--- src/rtl/mlp_host_sequencer.sv ---
// Host byte-command front end for the MLP: weight/activation loading, run, result return.
// Optional WAIT_DONE watchdog is enabled with `define MLP_HOST_TIMEOUT_EN.
module mlp_host_sequencer #(
  parameter int W_BYTES_PER_COL = 2,
  parameter int ACT_WORDS       = 2,
  parameter int TIMEOUT_CYCLES  = 1024
) (
  input  logic        clk,
  input  logic        reset,
  input  logic        rx_valid,
  input  logic [7:0]  rx_data,
  output logic        rx_ready,
  output logic        tx_valid,
  output logic [7:0]  tx_data,
  input  logic        tx_ready,
  output logic        wf_push_col0,
  output logic        wf_push_col1,
  output logic [7:0]  wf_data_in,
  output logic        wf_reset,
  output logic        init_act_valid,
  output logic [15:0] init_act_data,
  output logic        start_mlp,
  output logic        weights_ready,
  input  logic        layer_complete,
  input  logic [31:0] acc0,
  input  logic [31:0] acc1,
  output logic        busy,
  output logic        err_sticky
);

  localparam logic [3:0] S_IDLE    = 4'd0;
  localparam logic [3:0] S_W_BYTES = 4'd1;
  localparam logic [3:0] S_A_LO    = 4'd2;
  localparam logic [3:0] S_A_HI    = 4'd3;
  localparam logic [3:0] S_START   = 4'd4;
  localparam logic [3:0] S_WAIT    = 4'd5;
  localparam logic [3:0] S_TX_RES  = 4'd6;
  localparam logic [3:0] S_TX_STAT = 4'd7;
  localparam logic [3:0] S_TX_ERR  = 4'd8;

  localparam int WN  = 2 * W_BYTES_PER_COL;
  localparam int WCW = $clog2(WN + 1);
  localparam int ACW = $clog2(ACT_WORDS + 1);

  logic [3:0]     state;
  logic [WCW-1:0] wcnt;
  logic [ACW-1:0] acnt;
  logic [7:0]     lo_byte;
  logic [2:0]     tx_idx;
  logic [63:0]    res;
  logic           lc_prev;
  logic           rx_fire;
  logic           tx_fire;
  logic           lc_rise;
  logic           wd_hit;

  // rx_ready is gated by reset so every output reads 0 while reset is held
  assign rx_ready = !reset && (state == S_IDLE || state == S_W_BYTES ||
                               state == S_A_LO || state == S_A_HI);
  assign tx_valid = (state == S_TX_RES || state == S_TX_STAT ||
                     state == S_TX_ERR);
  assign busy     = (state != S_IDLE);
  assign rx_fire  = rx_valid && rx_ready;
  assign tx_fire  = tx_valid && tx_ready;
  assign lc_rise  = layer_complete && !lc_prev;

`ifdef MLP_HOST_TIMEOUT_EN
  localparam int TCW = $clog2(TIMEOUT_CYCLES) + 1;
  logic [TCW-1:0] wd_cnt;

  assign wd_hit = (wd_cnt + TCW'(1)) == TCW'(TIMEOUT_CYCLES);

  always_ff @(posedge clk or posedge reset) begin
    if (reset)
      wd_cnt <= '0;
    else if (state != S_WAIT)
      wd_cnt <= '0;
    else
      wd_cnt <= wd_cnt + TCW'(1);
  end
`else
  assign wd_hit = 1'b0;
`endif

  always_comb begin
    tx_data = 8'h00;
    unique case (1'b1)
      state == S_TX_RES:  tx_data = res[{tx_idx, 3'b000} +: 8];
      state == S_TX_STAT: tx_data = {5'b0, err_sticky, weights_ready, 1'b0};
      state == S_TX_ERR:  tx_data = 8'hEE;
      default:            tx_data = 8'h00;
    endcase
  end

  always_ff @(posedge clk or posedge reset) begin
    if (reset) begin
      state          <= S_IDLE;
      wcnt           <= '0;
      acnt           <= '0;
      lo_byte        <= '0;
      tx_idx         <= '0;
      res            <= '0;
      lc_prev        <= 1'b0;
      wf_push_col0   <= 1'b0;
      wf_push_col1   <= 1'b0;
      wf_data_in     <= '0;
      wf_reset       <= 1'b0;
      init_act_valid <= 1'b0;
      init_act_data  <= '0;
      start_mlp      <= 1'b0;
      weights_ready  <= 1'b0;
      err_sticky     <= 1'b0;
    end else begin
      wf_push_col0   <= 1'b0;
      wf_push_col1   <= 1'b0;
      wf_reset       <= 1'b0;
      init_act_valid <= 1'b0;
      start_mlp      <= 1'b0;
      lc_prev        <= layer_complete;
      unique case (state)
        S_IDLE: if (rx_fire) begin
          unique case (rx_data)
            8'h01: begin state <= S_W_BYTES; wcnt <= '0; end
            8'h02: begin state <= S_A_LO; acnt <= '0; end
            8'h03: begin state <= S_START; start_mlp <= 1'b1; end
            8'h04: state <= S_TX_STAT;
            8'h05: begin
              wf_reset      <= 1'b1;
              weights_ready <= 1'b0;
              err_sticky    <= 1'b0;
            end
            default: begin err_sticky <= 1'b1; state <= S_TX_ERR; end
          endcase
        end
        S_W_BYTES: if (rx_fire) begin
          wf_data_in <= rx_data;
          if (wcnt < WCW'(W_BYTES_PER_COL))
            wf_push_col0 <= 1'b1;
          else
            wf_push_col1 <= 1'b1;
          if (wcnt == WCW'(WN - 1)) begin
            weights_ready <= 1'b1;
            state         <= S_IDLE;
          end else begin
            wcnt <= wcnt + WCW'(1);
          end
        end
        S_A_LO: if (rx_fire) begin
          lo_byte <= rx_data;
          state   <= S_A_HI;
        end
        S_A_HI: if (rx_fire) begin
          init_act_valid <= 1'b1;
          init_act_data  <= {rx_data, lo_byte};
          if (acnt == ACW'(ACT_WORDS - 1)) begin
            state <= S_IDLE;
          end else begin
            acnt  <= acnt + ACW'(1);
            state <= S_A_LO;
          end
        end
        S_START: begin
          weights_ready <= 1'b0;
          state         <= S_WAIT;
        end
        // a completion edge beats a watchdog expiry in the same cycle
        S_WAIT: begin
          if (lc_rise) begin
            res    <= {acc1, acc0};
            tx_idx <= '0;
            state  <= S_TX_RES;
          end else if (wd_hit) begin
            err_sticky <= 1'b1;
            state      <= S_TX_ERR;
          end
        end
        S_TX_RES: if (tx_fire) begin
          if (tx_idx == 3'd7)
            state <= S_IDLE;
          else
            tx_idx <= tx_idx + 3'd1;
        end
        S_TX_STAT, S_TX_ERR: if (tx_fire) state <= S_IDLE;
        default: state <= S_IDLE;
      endcase
    end
  end

endmodule
--- config.mk ---
export PLATFORM = sky130hd
export DESIGN_NAME = mlp_host_sequencer
export DESIGN_NICKNAME = d
export VERILOG_FILES = /design/src/rtl/mlp_host_sequencer.sv
export SDC_FILE = /design/constraint.sdc
export NUM_CORES = 1
export LEC_CHECK = 0
export CORE_ASPECT_RATIO = 1.25
export CORE_MARGIN = 8
export CORE_UTILIZATION = 55
export DETAILED_ROUTE_END_ITERATION = 8
export GPL_TIMING_DRIVEN = 0
export PLACE_DENSITY = 0.86
export SYNTH_ARGS = -nofsm -noshare
export SYNTH_HDL_FRONTEND = slang
export SYNTH_SLANG_ARGS = --single-unit
--- constraint.sdc ---
create_clock -name clk -period 7.75 [get_ports clk]
set_input_delay 1.55 -clock clk [delete_from_list [all_inputs] [get_ports clk]]
set_output_delay 1.55 -clock clk [all_outputs]
set_load 0.005 [all_outputs]
==> After elaboration in Yosys (flattened, before gate mapping) <==
Cells that the tools add are included.
{ "word_totals": {"reg_bits": 116, "in_bits": 77, "out_inout_bits": 42, "word_cells": 130} }
{ "classes": {"n_addsub": 3, "n_lt_le_gt_ge": 1, "eq_ne": 32, "shifts": 1, "n_mux": 47, "bitwise": 1, "n_reduce_logical": 29} }
{ "ops": {"columns": ["operator", "count"], "rows": [
  ["$shiftx 64x7->8", 1],
  ["$mux 4", 9],
  ["$pmux 4 s8", 1],
  ["$pmux 8 s3", 1],
  ["$ne 2x2->1 const B", 11],
  ["$mux 3", 7],
  ["$pmux 4 s5", 1],
  ["$mux 1", 18],
  ["$eq 4x3->1 const B", 4],
  ["$eq 8x2->1 const B", 2],
  ["$eq 8x3->1 const B", 2],
  ["$reduce_and 5->1", 3],
  ["$pmux 3 s2", 2],
  ["$mux 2", 5],
  ["$ne 2x1->1 const B", 5],
  ["$reduce_and 10->1", 1],
  ["$eq 4x2->1 const B", 2],
  ["$eq 8x1->1 const B", 1],
  ["$reduce_and 2->1", 4],
  ["$add 3x1->3 const B", 2],
  ["$reduce_bool 2->1", 3],
  ["$logic_or 1x1->1", 5],
  ["$eq 4x1->1 const B", 1],
  ["$eq 4x4->1 const B", 1],
  ["18 further kinds", 22]
]} }

==> Longest topological paths before layout <==
Gate-level depths: netlist (run 1).
{ "logic_depth": {"word_depth": 8, "ltp_mapped": 7, "depth_no_buf": 7} }

==> Worst setup path before layout (run 1) <==
OpenSTA, ideal clock, no wires.
{ "synth_timing": {"kind": "flip-flop to output port", "start": "reg tx_idx[0]", "end": "out tx_data[2]", "t_arrival_ns": 1.851, "t_required_ns": 6.200, "path_slack_ns": 4.349, "stages_incl_launch_ff": 8, "n_path_buf": 2, "path_cell_list": "dfrtp_1 clkbuf_1 clkbuf_1 mux4_2 mux2i_1 nand2_1 o21ai_0 o21ai_0"} }
{ "synth_via": {"elab_chain_cells": 2} }
{ "synth_rtl": {"columns": ["element", "line", "text"], "rows": [
  ["start, declared", "49", "logic [2:0] tx_idx;"],
  ["start signal, assigned", "181", "tx_idx <= tx_idx + 3'd1;"],
  ["$shiftx 64x7->8", "88", "state == S_TX_RES: tx_data = res[{tx_idx, 3'b000} +: 8];"],
  ["$pmux 8 s3", "87", "unique case (1'b1)"],
  ["end, declared", "14", "output logic [7:0] tx_data,"]
]} }
No other way between the ends.

==> Worst setup path in the final report (run 1) <==
{ "layout_timing": {"start": "reg tx_idx[1]", "end": "out tx_data[1]"} }
The elaborated chain is that of the path after synthesis.

==> flow_metrics.tcl, run 1 <==
set metrics [dict create \
    setup_slack_ns 2.86 \
    first_pass_iters 4 \
    post-route-period-util 0.632 \
    yosysWarnings 0 \
    cp_cell_sequence "clkbuf_1 > clkbuf_1 > mux4_2 > mux2i_1 > nand2_1 > o21ai_0 > o21ai_0 > clkdlybuf4s50_1" \
    critPathMaxFanout 10 \
    worstPathArrival_ns 3.34 \
    endpoint_kind "output pin" \
    dp.final_hpwl_mm 9.48 \
    ys_types 47 \
    grt_pass1_wl_mm 21.6 \
    path_delay_family "buffers and inverters" \
    cts_setup_buffers 0 \
    final_cell_area_sq_um 7320 \
    ir_worst_vdd_mv 0.193 \
    tightestPinTransition_ns 0.798 \
    r2r_slack_ns 5.28 \
    hold_class "reg2reg" \
    total_power_mw 2.05 \
    first_iter_violations 197 \
    final.setup.tns_ns 0 \
    core_sq_um 9560 \
    vias 3800 \
    port_buffers 117 \
    cpPeakStageDelay_ns 0.57 \
    power_density_nw_per_um2 281 \
    rsz0062_at_grt "false" \
    yosys-top-cells-area "dfrtp_1, mux2_2, mux4_2" \
    critPathSlowestCell "clkbuf_1" \
    ys_ff_latch 116 \
    numCtsBuffers 17 \
    diodes 0 \
    place_ws_ns 3.28 \
    synth_top_area_frac 0.540 \
    required_ns 6.20 \
    cts_tree "yes" \
    detail_route.vias_per_cell 5.62 \
    hold_violations 0 \
    cts_sinks 116 \
    h-tree-depth 4 \
    wirelength_mm 13.2 \
    finalClockSkew_ns 0.00774 \
    leakage_nw 3.34 \
    n_fill_cell 589 \
    setup_viol 0 \
    status "completed" \
    post_drt_wl_per_cell_um 19.5 \
    placementRows 40 \
    crit_type "reg2out" \
    clkLatencyLatePin_ns 0.40 \
    yosysSeqAreaShare 0.540 \
    die-height_um 127 \
    worstSetupStartpointType "flop" \
    initial_core_util 0.563 \
    synth_top_area_cell "dfrtp_1" \
    grt-ovfl-total 0 \
    nets 621 \
    cts_root_buf "clkbuf_16" \
    regArea_sq_um 2900 \
    synth-edff-count 0 \
    syn_nets 484 \
    netlist_instances 402 \
    hold_buffers 0 \
    critPathBufInv 3 \
    synthToLayoutAreaGrowth_pct 36.0 \
    antenna_found_initial 0 \
    max-cap-violations 0 \
    final_max_slew_viol_count 0 \
    placed_area_sq_um 6740 \
    multi_input_area_sq_um 2300 \
    postRouteAntennaNets 0 \
    syn_area_per_cell_sq_um 13.4 \
    max_slew_margin 0.468 \
    grt_max_degree 78 \
    ys.flop_type "dfrtp_1" \
    die_w_um 104 \
    cts_buffer_depth 2 \
    clkTransAtPathRegs_ns 0.05 \
    track_usage 0.207 \
    synth-async-reset-ratio 1.00 \
    drc_errors 0 \
    dieArea_sq_um 13200 \
    max_clock_freq_mhz 204 \
    syn-cell-area_sq_um 5380 \
    grt_pass1_vias 4176 \
    drive_gt1_frac 0.278 \
    min_period_ns 4.89 \
    cts_resized 0 \
    gp_congestion 0.850 \
    io_pins 119 \
]
[stage by stage]
step	utilization	std cells	hold slack, ns
floorplan	-	402	0.433
global placement	0.702	645	0.443
detailed placement	0.705	646	0.452
CTS	0.765	676	0.476
global route	0.765	676	0.499
finish	0.765	676	0.469
[synth_stat cells, types with 2 or more instances]
master    number
nand3b_1       2
xnor2_1        2
nor3b_1        2
nor2_1        13
a21oi_1       10
nand2_1       39
o41ai_1        2
ha_1           5
nand3_1        2
or3b_2         2
mux4_2        16
clkbuf_8       3
clkbuf_1       7
nor3_1         2
o21ai_0       21
nor2b_1        6
buf_1          6
o21a_1         2
mux2i_1       10
a31oi_1        3
buf_2          2
and3_1         3
nor4_1         4
mux2_2        91
inv_1          7
nand2b_1       4
dfrtp_1      116
[final cells by class]
type | count | share of cell area
Tap cell | 126 | 0.0215
Multi-Input combinational cell | 257 | 0.314
Timing Repair Buffer | 118 | 0.164
Clock inverter | 8 | 0.0140
Buffer | 21 | 0.0207
Clock buffer | 22 | 0.0648
Inverter | 8 | 0.00445
Sequential cell | 116 | 0.397
[kinds of logic after synthesis]
| group | share of synthesized area |
|---|---|
| buffers and inverters | 0.0337 |
| and+or+nand+nor | 0.0849 |
| xor gates and xnor gates | 0.00326 |
| AOI/OAI and AO/OA | 0.0509 |
| DFF | 0.540 |
| adders and majority gates | 0.0116 |
| muxes | 0.276 |
[routing by layer]
metal,vias up,track usage,wire length [um],share of wire
met3,18,0.0714,794,0.060
met4,0,0.0794,250,0.019
li1,1726,-,-,-
met2,147,0.356,6900,0.52
met1,1909,0.231,5250,0.40
met5,-,0,0,0
[worst register-to-register path, cell delays in order (launching register included)]
cell and delay [ns]:
dfrtp_1 0.35, bufbuf_16 0.26, nor4_1 0.65, inv_1 0.29
a31oi_1 0.26, or4_1 0.20, mux2_2 0.35
[sequential cells by signal (all words and copies together), names as in the netlist]
signal,count
weights_ready,1
tx_idx,3
start_mlp,1
lc_prev,1
init_act_data,16
wf_push_col1,1
acnt,2
init_act_valid,1
wf_reset,1
state,4
wcnt,3
res,64
wf_push_col0,1
wf_data_in,8
lo_byte,8
err_sticky,1
[where the power goes]
part           switching (mW)  total (mW)  internal, mW  leakage, nW
registers              0.0595       0.769         0.709         1.56
clock network           0.260       0.754         0.494        0.278
logic                   0.228       0.530         0.302         1.50
[layout by cell type (no fill, tap or decap), drive strengths merged, types with 3 or more instances in the layout]
cell type,count
a21oi,10
clkbuf,32
dfrtp,116
inv,7
nor4,4
nand2b,4
nor2,13
nor2b,6
nand2,39
o21ai,21
clkdlybuf4s50,117
a31oi,3
mux2,91
clkinv,5
mux2i,10
mux4,16
ha,5
and3,3
buf,10
[path summary, 6_finish.rpt]
check	from	end	depth (start not counted)
max	tx_idx[1]	tx_data[1]	8
min	init_act_data[4]	init_act_data[4]	2
max reg2reg	state[2]	wcnt[2]	6
min reg2reg	init_act_data[4]	init_act_data[4]	2
max in group asynchronous	reset	tx_idx[0]	3
min in group asynchronous	reset	wf_data_in[1]	2
Power figures use the tool's default switching activity.
==> run 2: changes to the inputs <==
--- a/config.mk
+++ b/config.mk
@@ -7,10 +7,10 @@
 export LEC_CHECK = 0
 export CORE_ASPECT_RATIO = 1.25
 export CORE_MARGIN = 8
-export CORE_UTILIZATION = 55
+export CORE_UTILIZATION = 51
 export DETAILED_ROUTE_END_ITERATION = 8
 export GPL_TIMING_DRIVEN = 0
-export PLACE_DENSITY = 0.86
+export PLACE_DENSITY = 0.81
 export SYNTH_ARGS = -nofsm -noshare
 export SYNTH_HDL_FRONTEND = slang
 export SYNTH_SLANG_ARGS = --single-unit
==> constraint.sdc (replaced) <==
create_clock -name clk -period 5 [get_ports clk]
set_input_delay 1 -clock clk [delete_from_list [all_inputs] [get_ports clk]]
set_output_delay 1 -clock clk [all_outputs]
set_load 0.005 [all_outputs]
==> run 2 against run 1 <==
Net effect: sequential cell count unchanged; sequential power rose by 53%; power is 49% higher; via count is 0.58% lower; critical path type unchanged; largest cell class unchanged; highest routed layer unchanged.
==> flow_metrics.tcl, run 2 (synthesized netlist as in run 1, its figures left out) <==
set metrics [dict create \
    first_pass_iters 4 \
    reg.largest.list "res (64), init_act_data (16)" \
    cpPeakStageDelay_ns 0.58 \
    final_cell_mix "clkdlybuf4s50_1, dfrtp_1, mux2_2, nand2_1, o21ai_0" \
    numCtsBuffers 17 \
    die_w_um 108 \
    vias 3778 \
    rsz0062_at_grt "false" \
    worstSetupStartpointType "flop" \
    die-height_um 131 \
    largest_register_ffs 64 \
    setup_slack_ns 0.674 \
    cts_buffer_depth 2 \
    internal_power_mw 2.21 \
    multi_input_area_sq_um 2300 \
    grt_pass1_vias 4173 \
    cts_sinks 116 \
    h-tree-depth 4 \
    max-cap-violations 0 \
    nets 621 \
    drc_errors 0 \
    postRouteAntennaNets 0 \
    post_drt_wl_per_cell_um 19.0 \
    first_iter_violations 187 \
    p_sw_mw 0.855 \
    critPathBufInv 3 \
    wirelength_mm 13.0 \
    crit_type "reg2out" \
    placementRows 42 \
    synthToLayoutAreaGrowth_pct 35.2 \
    dieArea_sq_um 14100 \
    setup_viol 0 \
    cp_cell_sequence "clkbuf_1 > clkbuf_1 > mux4_2 > mux2i_1 > nand2_1 > o21ai_0 > o21ai_0 > clkdlybuf4s50_1" \
    post-route-period-util 0.865 \
    largest_register "res" \
    clkTransAtPathRegs_ns 0.05 \
    share_seq_of_total_power 0.386 \
    dp.final_hpwl_mm 9.60 \
    detail_route.vias_per_cell 5.52 \
    comb_power_share 0.266 \
    hold_class "reg2reg" \
    clkLatencyLatePin_ns 0.40 \
    final_cell_area_sq_um 7280 \
    final_common_cell "clkdlybuf4s50_1" \
    regArea_sq_um 2900 \
    status "completed" \
    n_fill_cell 707 \
    power_density_nw_per_um2 421 \
    grt-ovfl-total 0 \
    endpoint_kind "output pin" \
    hold_violations 0 \
    port_buffers 117 \
    swShare 0.279 \
    grt_pass1_wl_mm 21.1 \
    cts_resized 0 \
    initial_core_util 0.514 \
    min_period_ns 4.33 \
    final_max_slew_viol_count 0 \
    drive_gt1_frac 0.281 \
    grt_max_degree 77 \
    worstPathArrival_ns 3.33 \
    gp_congestion 0.875 \
    cts_tree "yes" \
    track_usage 0.196 \
    required_ns 4.00 \
    post-route-util 0.696 \
    ir_worst_vdd_mv 0.272 \
    io_pins 119 \
    finalClockSkew_ns 0.00618 \
    critPathSlowestCell "clkbuf_1" \
    critPathMaxFanout 10 \
    core_sq_um 10500 \
    cts_root_buf "clkbuf_16" \
    antenna_found_initial 0 \
    leakage_nw 3.32 \
    hold_buffers 0 \
    cts_setup_buffers 0 \
    placed_area_sq_um 6750 \
    path_delay_family "buffers and inverters" \
    whs_ns 0.468 \
    pwr-share-clk 0.348 \
    place_ws_ns 1.09 \
    tightestPinTransition_ns 0.873 \
    diodes 0 \
    max_slew_margin 0.418 \
    max_clock_freq_mhz 231 \
]
-- run 2: cell types whose count changed in the layout (fill, tap and decap cells not counted), sizes merged --
cell and change:
inv +2, clkbuf -2, bufinv -2, clkinv +3, clkinvlp +1
-- run 2: routing by layer --
layer,vias up,wire length [um],track usage
met2,144,6720,0.330
met3,22,974,0.0751
met4,0,212,0.0925
met1,1882,5080,0.214
met5,-,0,0
li1,1730,-,-
-- run 2: per-stage QoR --
stage | TNS, ns | power [mW] | cells
4_1_cts | 0 | 3.10 | 684
6_report | 0 | 3.07 | 684
5_1_grt | 0 | 3.22 | 684
3_3_place_gp | -73.26 | 1.98 | 651
2_1_floorplan | 0 | 1.59 | 402
3_5_place_dp | 0 | 2.02 | 652
-- run 2: path summary, 6_finish.rpt --
check                                start                to  slack (ns)  depth (start not counted)
worst max-delay path             tx_idx[1]        tx_data[1]        0.67                          8
worst min-delay path            lo_byte[1]  init_act_data[1]        0.47                          2
worst max register to register    state[1]           acnt[1]        2.46                          7
worst min register to register  lo_byte[1]  init_act_data[1]        0.47                          2
max in group asynchronous            reset           res[62]        3.15                          3
min in group asynchronous            reset        lo_byte[0]        1.10                          2
-- run 2: final cells by class --
type,instances,area share
sequential,116,0.399
multi-input combinational,257,0.316
timing repair buffer,118,0.165
clock buffer,20,0.0614
tap,132,0.0227
buffer,21,0.0208
clock inverter,12,0.0113
inverter,8,0.00447
-- run 2: power by group through the flow --
stage,combinational (mW),clock (mW),sequential (mW)
2_1_floorplan,0.402,0,1.19
3_3_place_gp,0.794,0,1.19
3_5_place_dp,0.816,0,1.20
4_1_cts,0.823,1.09,1.19
5_1_grt,0.885,1.14,1.20
6_report,0.814,1.07,1.18
-- run 2: worst reg2reg max path: stages (launching register included) --
cell and delay [ns]:
dfrtp_1 0.36, clkdlybuf4s15_2 0.27, nor4_1 0.67, inv_1 0.29, nor4_1 0.44, o21ai_0 0.21
nand2_1 0.10, o21ai_0 0.07
==> run 3: changes to the inputs <==
--- a/config.mk
+++ b/config.mk
@@ -7,10 +7,10 @@
 export LEC_CHECK = 0
 export CORE_ASPECT_RATIO = 1.25
 export CORE_MARGIN = 8
-export CORE_UTILIZATION = 51
+export CORE_UTILIZATION = 45
 export DETAILED_ROUTE_END_ITERATION = 8
 export GPL_TIMING_DRIVEN = 0
-export PLACE_DENSITY = 0.81
+export PLACE_DENSITY = 0.72
 export SYNTH_ARGS = -nofsm -noshare
 export SYNTH_HDL_FRONTEND = slang
 export SYNTH_SLANG_ARGS = --single-unit
==> run 3 against run 2 <==
Net effect: via count up 0.29%; count of clock-buffer cells in the layout down 2; sequential cell count unchanged; sequential share of layout area down 0.78 points; final cell count is 4.2% higher; clock power grew 21%; setup slack got worse by 0.11 ns; combinational power about the same; first-iteration DRC count fell by 29%; critical path type unchanged; critical endpoint unchanged; largest power group is now clock.
==> flow_metrics.tcl, run 3 (synthesized netlist as in run 1, its figures left out) <==
set metrics [dict create \
    antenna_found_initial 0 \
    leakage_nw 3.38 \
    max_slew_margin 0.434 \
    max_clock_freq_mhz 225 \
    wirelength_mm 13.5 \
    share_seq_of_total_power 0.359 \
    detail_route.vias_per_cell 5.31 \
    min_period_ns 4.44 \
    power_density_nw_per_um2 444 \
    drc_errors 0 \
    final_max_slew_viol_count 0 \
    grt-ovfl-total 0 \
    p_sw_mw 0.876 \
    total_power_mw 3.30 \
    cts_resized 0 \
    grt_max_degree 76 \
    crit_type "reg2out" \
    required_ns 4.00 \
    internal_power_mw 2.42 \
    core_sq_um 11700 \
    first_pass_iters 4 \
    die_w_um 114 \
    swShare 0.266 \
    grt_pass1_vias 4192 \
    ir_worst_vdd_mv 0.275 \
    final_cell_mix "clkdlybuf4s50_1, dfrtp_1, mux2_2, nand2_1, o21ai_0" \
    post_drt_wl_per_cell_um 18.9 \
    cts_tree "yes" \
    largest_register_ffs 64 \
    grt_pass1_wl_mm 21.7 \
    synthToLayoutAreaGrowth_pct 37.9 \
    post-route-period-util 0.888 \
    cts_root_buf "clkbuf_16" \
    cts_buffer_depth 2 \
    hold_violations 0 \
    final_cell_area_sq_um 7420 \
    dieArea_sq_um 15700 \
    worstSetupStartpointType "flop" \
    holdCritStartpoint "lo_byte[0]" \
    numCtsBuffers 17 \
    startpoint "tx_idx[1]" \
    finalClockSkew_ns 0.00645 \
    rsz0062_at_grt "false" \
    max-cap-violations 0 \
    nets 621 \
    h-tree-depth 4 \
    pwr-share-clk 0.394 \
    track_usage 0.178 \
    hold_class "reg2reg" \
    dp.final_hpwl_mm 9.79 \
    endpoint_kind "output pin" \
    final_common_cell "clkdlybuf4s50_1" \
    hold_buffers 0 \
    tightestPinTransition_ns 0.849 \
    placementRows 44 \
    clkLatencyLatePin_ns 0.41 \
    initial_core_util 0.461 \
    io_pins 119 \
    cts_sinks 116 \
    status "completed" \
    postRouteAntennaNets 0 \
    reg.largest.list "res (64), init_act_data (16)" \
    gp_congestion 0.860 \
    clkTransAtPathRegs_ns 0.05 \
    diodes 0 \
    die-height_um 138 \
    cts_setup_buffers 0 \
    drive_gt1_frac 0.284 \
    n_fill_cell 919 \
    first_iter_violations 133 \
    worstPathArrival_ns 3.44 \
    largest_register "res" \
    critPathMaxFanout 10 \
    reg2reg_from "state[2]" \
    comb_power_share 0.247 \
    vias 3789 \
    port_buffers 117 \
    placed_area_sq_um 6780 \
    setup_viol 0 \
]
==> run 3: cell type report <==
class,count,area (sq um),share of cell area
multi-input cells,257,2300,0.309
flip-flops and latches,116,2900,0.391
clock buffers,18,439,0.0592
inverters,8,32.5,0.00438
well taps,161,201,0.0271
plain buffers,21,151,0.0204
clock inverters,14,199,0.0268
repair buffers,118,1200,0.162
==> run 3: per-layer routing <==
layer	GRT usage	share of wire
met5	0	0
met4	0.0836	0.026
met3	0.0580	0.070
met2	0.308	0.52
met1	0.192	0.39
==> run 3: per-stage QoR <==
stage | hold slack (ns) | util | TNS (ns) | std cells | setup WS (ns)
after floorplan | 0.433 | - | 0 | 402 | 0.928
final | 0.465 | 0.636 | 0 | 713 | 0.560
after global routing | 0.486 | 0.636 | 0 | 713 | 0.335
after global placement | 0.442 | 0.579 | -81.34 | 680 | -0.708
after detailed placement | 0.448 | 0.581 | 0 | 681 | 0.994
after CTS | 0.468 | 0.636 | 0 | 713 | 0.519
==> run 3: final timing paths <==
kind,endpoint,slack [ns],cells past startpoint
max in group asynchronous,res[5],3.14,3
worst max-delay path,tx_data[1],0.56,8
worst min-delay path,init_act_data[0],0.47,2
worst min register to register,init_act_data[0],0.47,2
worst max register to register,wcnt[0],2.52,6
min in group asynchronous,wf_data_in[1],1.13,2
==> run 3: power groups by stage <==
stage,logic [mW],clock network (mW),registers [mW]
2_1_floorplan,0.402,0,1.19
3_3_place_gp,0.799,0,1.19
3_5_place_dp,0.820,0,1.20
4_1_cts,0.826,1.32,1.18
5_1_grt,0.892,1.37,1.20
6_report,0.814,1.30,1.18
==> run 3: worst max-delay path, stage by stage, from the launching register on <==
cell and delay [ns]:
dfrtp_1 0.36, clkbuf_1 0.59, clkbuf_1 0.54, mux4_2 0.35, mux2i_1 0.10, nand2_1 0.10, o21ai_0 0.08, o21ai_0 0.32
clkdlybuf4s50_1 0.59
